File: src/rtl/cla_seq_add64_if.sv
// Operand/result handshake bundle for cla_seq_add64.
// slave: the adder side; master: the producer/consumer side.
interface cla_seq_add64_if;
  logic        valid_in;
  logic        ready_out;
  logic [63:0] A_in;
  logic [63:0] B_in;
  logic        C_in;
  logic        sub_in;
  logic        valid_out;
  logic        ready_in;
  logic [63:0] S_out;
  logic        C_out;
  logic        V_out;
  logic        Z_out;

  modport slave (
    input  valid_in,
    input  A_in,
    input  B_in,
    input  C_in,
    input  sub_in,
    input  ready_in,
    output ready_out,
    output valid_out,
    output S_out,
    output C_out,
    output V_out,
    output Z_out
  );

  modport master (
    output valid_in,
    output A_in,
    output B_in,
    output C_in,
    output sub_in,
    output ready_in,
    input  ready_out,
    input  valid_out,
    input  S_out,
    input  C_out,
    input  V_out,
    input  Z_out
  );
endinterface

File: src/rtl/cla_seq_add64.sv
// 64-bit add/sub: one 16-bit CLA slice reused over 4 cycles.
// Ports: clk_in, rst_in (async high), bus (cla_seq_add64_if.slave).

module cla_seq_add64_cla16 (
  input  logic [15:0] a,
  input  logic [15:0] b,
  input  logic        ci,
  output logic [15:0] sum,
  output logic        co
);
  logic [15:0] g;
  logic [15:0] p;
  logic [15:0] c;
  logic [3:0]  gg;
  logic [3:0]  pg;
  logic [4:0]  gc;

  always_comb begin
    g  = a & b;
    p  = a | b;
    gg = '0;
    pg = '0;
    gc = '0;
    c  = '0;
    // nibble-level generate/propagate
    for (int k = 0; k < 4; k++) begin
      gg[k] = g[4*k+3]
            | (p[4*k+3] & g[4*k+2])
            | (p[4*k+3] & p[4*k+2] & g[4*k+1])
            | (p[4*k+3] & p[4*k+2] & p[4*k+1] & g[4*k]);
      pg[k] = &p[4*k +: 4];
    end
    // second-level lookahead across nibbles
    gc[0] = ci;
    gc[1] = gg[0] | (pg[0] & ci);
    gc[2] = gg[1] | (pg[1] & gg[0])
          | (pg[1] & pg[0] & ci);
    gc[3] = gg[2] | (pg[2] & gg[1])
          | (pg[2] & pg[1] & gg[0])
          | (pg[2] & pg[1] & pg[0] & ci);
    gc[4] = gg[3] | (pg[3] & gg[2])
          | (pg[3] & pg[2] & gg[1])
          | (pg[3] & pg[2] & pg[1] & gg[0])
          | (pg[3] & pg[2] & pg[1] & pg[0] & ci);
    // bit carries inside each nibble
    for (int k = 0; k < 4; k++) begin
      c[4*k]   = gc[k];
      c[4*k+1] = g[4*k] | (p[4*k] & gc[k]);
      c[4*k+2] = g[4*k+1]
               | (p[4*k+1] & g[4*k])
               | (p[4*k+1] & p[4*k] & gc[k]);
      c[4*k+3] = g[4*k+2]
               | (p[4*k+2] & g[4*k+1])
               | (p[4*k+2] & p[4*k+1] & g[4*k])
               | (p[4*k+2] & p[4*k+1]
                  & p[4*k] & gc[k]);
    end
    sum = a ^ b ^ c;
    co  = gc[4];
  end
endmodule

module cla_seq_add64 (
  input  logic           clk_in,
  input  logic           rst_in,
  cla_seq_add64_if.slave bus
);
  typedef enum logic [1:0] {
    IDLE = 2'd0,
    RUN  = 2'd1,
    DONE = 2'd2
  } state_t;

  state_t      state_q;
  state_t      state_d;
  logic [1:0]  cnt_q;
  logic [63:0] a_q;
  logic [63:0] b_q;
  logic        carry_q;
  logic [63:0] s_q;
  logic        c_q;
  logic        v_q;
  logic        z_q;
  logic        valid_q;

  logic [5:0]  lsb;
  logic [15:0] a_sl;
  logic [15:0] b_sl;
  logic [15:0] sum_sl;
  logic        co_sl;
  logic        accept;
  logic        last;

  assign lsb    = {cnt_q, 4'b0000};
  assign a_sl   = a_q[lsb +: 16];
  assign b_sl   = b_q[lsb +: 16];
  assign accept = (state_q == IDLE)
                & bus.valid_in;
  assign last   = (state_q == RUN)
                & (cnt_q == 2'd3);

  cla_seq_add64_cla16 u_slice (
    .a   (a_sl),
    .b   (b_sl),
    .ci  (carry_q),
    .sum (sum_sl),
    .co  (co_sl)
  );

  always_ff @(posedge clk_in or posedge rst_in) begin
    if (rst_in) state_q <= IDLE;
    else        state_q <= state_d;
  end

  always_comb begin
    state_d = state_q;
    unique case (state_q)
      IDLE:    if (bus.valid_in) state_d = RUN;
      RUN:     if (cnt_q == 2'd3) state_d = DONE;
      DONE:    if (bus.ready_in) state_d = IDLE;
      default: state_d = IDLE;
    endcase
  end

  always_ff @(posedge clk_in or posedge rst_in) begin
    if (rst_in) begin
      cnt_q   <= '0;
      a_q     <= '0;
      b_q     <= '0;
      carry_q <= 1'b0;
      s_q     <= '0;
      c_q     <= 1'b0;
      v_q     <= 1'b0;
      z_q     <= 1'b0;
      valid_q <= 1'b0;
    end else begin
      if (accept) begin
        a_q     <= bus.A_in;
        b_q     <= bus.sub_in ? ~bus.B_in
                              : bus.B_in;
        // subtraction forces the +1 of A+~B+1
        carry_q <= bus.sub_in | bus.C_in;
        cnt_q   <= '0;
      end
      if (state_q == RUN) begin
        s_q[lsb +: 16] <= sum_sl;
        carry_q        <= co_sl;
        cnt_q          <= cnt_q + 2'd1;
      end
      if (last) begin
        c_q     <= co_sl;
        // carry into bit 63 xor carry out of it
        v_q     <= a_q[63] ^ b_q[63]
                 ^ sum_sl[15] ^ co_sl;
        z_q     <= ~|{sum_sl, s_q[47:0]};
        valid_q <= 1'b1;
      end
      if ((state_q == DONE) && bus.ready_in)
        valid_q <= 1'b0;
    end
  end

  assign bus.ready_out = (state_q == IDLE);
  assign bus.valid_out = valid_q;
  assign bus.S_out     = s_q;
  assign bus.C_out     = c_q;
  assign bus.V_out     = v_q;
  assign bus.Z_out     = z_q;
endmodule

File: src/flat_wrapper.sv
// flat-port wrapper written by rule: the top's interface ports become plain ports
module cla_seq_add64_flat 
  (clk_in, rst_in, bus_valid_in, bus_A_in, bus_B_in, bus_C_in, bus_sub_in, bus_ready_in, bus_ready_out, bus_valid_out, bus_S_out, bus_C_out, bus_V_out, bus_Z_out);
  cla_seq_add64_if bus_i ();
  input  logic clk_in;
  input  logic rst_in;
  input wire logic [$bits(bus_i.valid_in)-1:0] bus_valid_in;
  input wire logic [$bits(bus_i.A_in)-1:0] bus_A_in;
  input wire logic [$bits(bus_i.B_in)-1:0] bus_B_in;
  input wire logic [$bits(bus_i.C_in)-1:0] bus_C_in;
  input wire logic [$bits(bus_i.sub_in)-1:0] bus_sub_in;
  input wire logic [$bits(bus_i.ready_in)-1:0] bus_ready_in;
  output wire logic [$bits(bus_i.ready_out)-1:0] bus_ready_out;
  output wire logic [$bits(bus_i.valid_out)-1:0] bus_valid_out;
  output wire logic [$bits(bus_i.S_out)-1:0] bus_S_out;
  output wire logic [$bits(bus_i.C_out)-1:0] bus_C_out;
  output wire logic [$bits(bus_i.V_out)-1:0] bus_V_out;
  output wire logic [$bits(bus_i.Z_out)-1:0] bus_Z_out;
  assign bus_i.valid_in = bus_valid_in;
  assign bus_i.A_in = bus_A_in;
  assign bus_i.B_in = bus_B_in;
  assign bus_i.C_in = bus_C_in;
  assign bus_i.sub_in = bus_sub_in;
  assign bus_i.ready_in = bus_ready_in;
  assign bus_ready_out = bus_i.ready_out;
  assign bus_valid_out = bus_i.valid_out;
  assign bus_S_out = bus_i.S_out;
  assign bus_C_out = bus_i.C_out;
  assign bus_V_out = bus_i.V_out;
  assign bus_Z_out = bus_i.Z_out;
  cla_seq_add64 u_core (.clk_in(clk_in), .rst_in(rst_in), .bus(bus_i));
endmodule
File: config.mk
export PLATFORM = sky130hd
export DESIGN_NAME = cla_seq_add64_flat
export DESIGN_NICKNAME = d
export VERILOG_FILES = /design/src/rtl/cla_seq_add64_if.sv /design/src/rtl/cla_seq_add64.sv /design/src/flat_wrapper.sv
export SDC_FILE = /design/constraint.sdc
export NUM_CORES = 1
export LEC_CHECK = 0
export CELL_PAD_IN_SITES_DETAIL_PLACEMENT = 1
export CELL_PAD_IN_SITES_GLOBAL_PLACEMENT = 2
export CORE_UTILIZATION = 35
export DETAILED_ROUTE_END_ITERATION = 6
export PLACE_DENSITY = 0.83
export SKIP_CTS_REPAIR_TIMING = 1
export SYNTH_ARGS = -nofsm -noshare
export SYNTH_HDL_FRONTEND = slang
export SYNTH_SLANG_ARGS = --single-unit
export TNS_END_PERCENT = 10
File: constraint.sdc
create_clock -name clk_in -period 12.95 [get_ports clk_in]
set_clock_uncertainty 0.05 [all_clocks]
set_input_delay 3.885 -clock clk_in [delete_from_list [all_inputs] [get_ports clk_in]]
set_output_delay 3.885 -clock clk_in [all_outputs]
set_load 0.01 [all_outputs]
Word-level counts from Yosys, hierarchy flattened. Index checks and enable logic that the tools add are counted. W data, S select, Z words.

Shift-type cells: 4. Add/sub/neg operators: 2. Reductions and logical operators: 11. Mux-type cells: 12. Equality and inequality tests: 6. Bitwise logic cells: 129.

Operators by type and width (number): $shiftx A64 B7 Y16 (2); $and A1 B1 Y1 (74); $bwmux W64 (1); $mux W64 (1); $not A64 Y64 (1); $reduce_or A64 Y1 (1); $shift A16 B8 Y64 const A (1); $shiftx A16 B8 Y64 (1); $or A1 B1 Y1 (47); $xor A16 B16 Y16 (2); $and A16 B16 Y16 (1); $or A16 B16 Y16 (1); $reduce_and A4 Y1 (4); $mux W2 (5); $neg A6 Y8 (1); $pmux W2 S3 (1); $eq A2 B2 Y1 const B (2); $mux W1 (4); $ne A2 B2 Y1 const B (2); $reduce_bool A2 Y1 (2); $reduce_and A3 Y1 (1); $xor A1 B1 Y1 (3); $add A2 B1 Y2 const B (1); $eq A2 B1 Y1 const B (1); other kinds (4) (4).

Flip-flop bits (word level): 201. Word-level logic and storage cells: 174. Input bits: 134. Output and inout bits: 69.

Depth between registers and ports, before layout.
Depth after elaboration: 15. Gate-level depth with buffers: 19. Mapped depth without buffers: 17.

Hierarchy. Synthesis repeated with hierarchy kept, for this count alone.

Cells, all modules: 812. Area total of the unflattened synthesis: 9949.5 sq um.

By module, submodules not included: cla_seq_add64 (cells an instance 674, times used 1, sequential area each 5029.8 sq um, area an instance 8876.0 sq um); cla_seq_add64_cla16 (cells an instance 138, times used 1, sequential area each 0.0 sq um, area an instance 1073.5 sq um).

Worst setup path after synthesis. No wires, ideal clock.

Path kind: in2reg. Start point: input bus_valid_in. End point: register u_core.state_q[0]. Stages on the path: 5. Path buffers: 3. Required time: 12.757 ns. Setup slack: 7.817 ns. Arrival: 4.941 ns. Library setup time: 0.143 ns. Cells stage by stage: nand2_1 > clkbuf_1 > clkbuf_1 > buf_1 > o21ai_0.

Longest elaborated chain between the ends: 2.

Ends and longest elaborated chain: start, declared (line flat_wrapper.sv:7) `input wire logic [$bits(bus_i.valid_in)-1:0] bus_valid_in;`; $ne A2 B2 Y1 (no source line); $reduce_and A3 Y1 (no source line); end signal, assigned (line cla_seq_add64.sv:112) `else state_q <= state_d;`; end, declared (line cla_seq_add64.sv:74) `state_t state_q;`.

No other way between the ends. A chain may end at the register's enable or synchronous reset.

Final worst setup path.
Start point: register u_core.state_q[0]. End point: output bus_ready_out.

Longest elaborated chain between the ends: 1.

Ends and longest elaborated chain: $logic_not A2 Y1 (line cla_seq_add64.sv:163) `assign bus.ready_out = (state_q == IDLE);`; end, declared (line flat_wrapper.sv:13) `output wire logic [$bits(bus_i.ready_out)-1:0] bus_ready_out;`.

No other way between the ends.

==> metrics <==
status=complete, no violations; startpoint-to-endpoint class of the critical path=reg -> out; highest attainable clock frequency=between 150 and 200 MHz; crit path max-delay cell type=sky130_fd_sc_hd__clkdlybuf4s50_1; y dimension of the die=171 µm; Initial DRC Count=446; share of post-route cells with drive strength above 1=roughly 7.8%; antenna violations before repair=0; Max FO, Critical Path=6; Int Power=~2000 µW; clock root cell=sky130_fd_sc_hd__clkbuf_16; weighted congestion at the end of routability-driven global placement=0.812; switching share of total power=between 40% and 50%; die outline area=29200 µm²; share of the core filled with cells in the final layout=46.7%; max_cap viols=0; setup slack of the most critical reg-to-reg path=about 7.4 ns; element type at the critical path end=output port; worst vdd rail ir drop=around 0.00016 V; final routed DRC violation total=0; Synthesized Nets=1150; net switching power figure=roughly 1700 µW; register clock-pin slew on the reported worst setup and hold paths=0.06 ns; power density cells=283 nW/µm²; Antenna Cells=0; average cell area after synthesis=between 10 and 15 µm²; required time of the critical path=9.01 ns; Gate power share=between 50% and 60%; DP HPWL=20.7 mm; post-synthesis cell area=9970 µm²; count of flip-flops with a built-in enable after synthesis=0; worst skew pair latency=roughly 0.50 ns; fin nets=1334; number of global-route vias before repair=7996; clock tree from TritonCTS=built; Routed Wire Length=28.2 mm; first-pass GRT wire length=44.8 mm; max-slew violation total from the final report=0; Area growth, synth to finish=30.8%; final critical path time including I/O delays and setup=5.94 ns; Synth Instances=974; ordered list of cells on the worst path=nor2_1 -> clkdlybuf4s50_1; H-Tree Level Count=1; most frequent standard cell in the layout excluding fill and tap cells=sky130_fd_sc_hd__nand2_1; Core Region=27900 µm²; standby leakage power=0.00582 µW; largest net degree at the start of global routing=121; data arrival at the endpoint of the critical path=2.01 ns; part of the Yosys area used for sequential elements=50.5%; top flip-flop cell by instance count after synthesis=sky130_fd_sc_hd__dfrtp_1; sink count of the clock tree=201; final number of hold-violating endpoints=0; FP Rows=61; first-pass iteration count of the detailed router=4; average via count per standard cell=4.92; overall die width=171 µm; most frequent cells in the layout=298 x sky130_fd_sc_hd__nand2_1, 201 x sky130_fd_sc_hd__clkdlybuf4s50_1, 199 x sky130_fd_sc_hd__dfrtp_1, 99 x sky130_fd_sc_hd__o21ai_0, 69 x sky130_fd_sc_hd__xnor2_1; transition time at the pin with the least slew margin=1.11 ns; setup repair after global routing missed its margin=no; total gr overflow=0; final total negative setup slack=0 ns; part of the total power dissipated in the clock network=16.9%; Initial Utilization=a little over a third; type of the worst min-delay path=reg -> reg; total number of vias=~7600; final setup violating endpoints=0; Largest stage delay, worst path=roughly 0.64 ns; GRT Resource Usage Total=20.1%; ratio of final minimum period to clock period=45.9%; FFs w/ async S/R, synth=100%; Critical Path Start Type=flop; Max transition margin=25.9%; Inserted Clock Buffers=23; Yosys reg bits=201; routed wirelength normalized by instance count=about 18 µm; Final ANT Viol Nets=0; number of buffers inserted by port buffering=202; YS warnings=0; share of total power in sequential cells=28.8%; buffer levels on the longest clock path=3; I/O pins=around 200; number of distinct library cell variants in the gate-level netlist after synthesis=54
## sequential cells by signal (all words and copies together) (netlist names)
signal,count
u_core.b_q,64
u_core.cnt_q,2
u_core.bus.S_out,64
u_core.bus.V_out,1
u_core.bus.valid_out,1
u_core.a_q,64
u_core.state_q,2
u_core.bus.Z_out,1
u_core.carry_q,1
u_core.bus.C_out,1
## Yosys cell counts, types with 4 or more instances
cell type                  instances  area (µm²)
sky130_fd_sc_hd__nand2b_1          5        31.3
sky130_fd_sc_hd__o21ai_0          99         495
sky130_fd_sc_hd__xor2_1            7        61.3
sky130_fd_sc_hd__buf_1            12        45.0
sky130_fd_sc_hd__dfrtp_1         201        5030
sky130_fd_sc_hd__nor4_1           13        81.3
sky130_fd_sc_hd__nand4_1           4        25.0
sky130_fd_sc_hd__xnor2_1          69         604
sky130_fd_sc_hd__inv_1            44         165
sky130_fd_sc_hd__nor2_1           10        37.5
sky130_fd_sc_hd__mux4_2           32         721
sky130_fd_sc_hd__nor3_1            6        30.0
sky130_fd_sc_hd__nand2_1         299        1120
sky130_fd_sc_hd__fa_1              4        80.1
sky130_fd_sc_hd__a21oi_1           6        30.0
sky130_fd_sc_hd__nand3_1           4        20.0
sky130_fd_sc_hd__clkbuf_1         33         124
sky130_fd_sc_hd__a22o_1           36         315
sky130_fd_sc_hd__ha_1             38         475
sky130_fd_sc_hd__o21bai_1          5        37.5
## per-stage QoR
stage / setup slack [ns] / total power (µW) / instances / cell area [µm²] / hold WS, ns
after CTS: 6.97 / 3740 / 1549 / 13000 / 0.424
final: 7.01 / 3700 / 1549 / 13000 / 0.418
after global routing: 6.84 / 3980 / 1549 / 13000 / 0.435
after detailed placement: 6.59 / 3110 / 1511 / 12300 / 0.409
after global placement: 6.63 / 3040 / 1511 / 12300 / 0.404
after floorplan: 3.53 / 2330 / 974 / 9970 / 0.390
## area by class of cell
| cell class | instances | area [µm²] |
|---|---|---|
| multi-input cells | 681 | 4600 |
| inverters | 44 | 173 |
| fillers | 3136 | 14900 |
| well taps | 378 | 473 |
| clock inverters | 4 | 72.6 |
| flip-flops and latches | 201 | 5030 |
| repair buffers | 207 | 2060 |
| clock buffers | 34 | 637 |
## critical path, delay by kind of cell (launching register included)
family | cells | cell delay [ns]
buf+inv | 1 | 0.64
flops | 1 | 0.43
simple gates | 1 | 0.44
## kinds of logic (layout without fill, tap and decap cells)
family                     count (synthesis)  after routing  share of synthesized area [%]
AOI/OAI and AO/OA                        167            167                           11.0
xor gates and xnor gates                  76             76                           6.68
adders and majority gates                 42             42                           5.57
buffers and inverters                     92            289                           3.50
DFF                                      201            201                           50.5
muxes                                     32             32                           7.23
and+or+nand+nor                          364            364                           15.5
## final timing paths
path / start / to / cells past startpoint
min in group asynchronous: rst_in / u_core.b_q[21] / 2
hold reg to reg: u_core.a_q[36] / u_core.a_q[36] / 2
setup / recovery: u_core.state_q[0] / bus_ready_out / 2
hold / removal: u_core.a_q[36] / u_core.a_q[36] / 2
max in group asynchronous: rst_in / u_core.a_q[34] / 3
setup reg to reg: u_core.cnt_q[0] / u_core.bus.Z_out / 18
## power by group through the flow
stage	Combinational (µW)	Clock (µW)	Sequential (µW)
floorplan	1290	0	1030
finish	2010	625	1060
CTS	2040	638	1070
detailed placement	2030	0	1080
global route	2220	658	1100
global placement	1980	0	1070
## routing by layer
layer  up-vias  track usage [%]  wire length (µm)
li1       3642                -                 -
met1      3750             27.8             13100
met2       194             33.3             13200
met3        36             2.50              1170
met4         0             5.09               625
met5         -                0                 0
(Power assumes the default switching activity.)
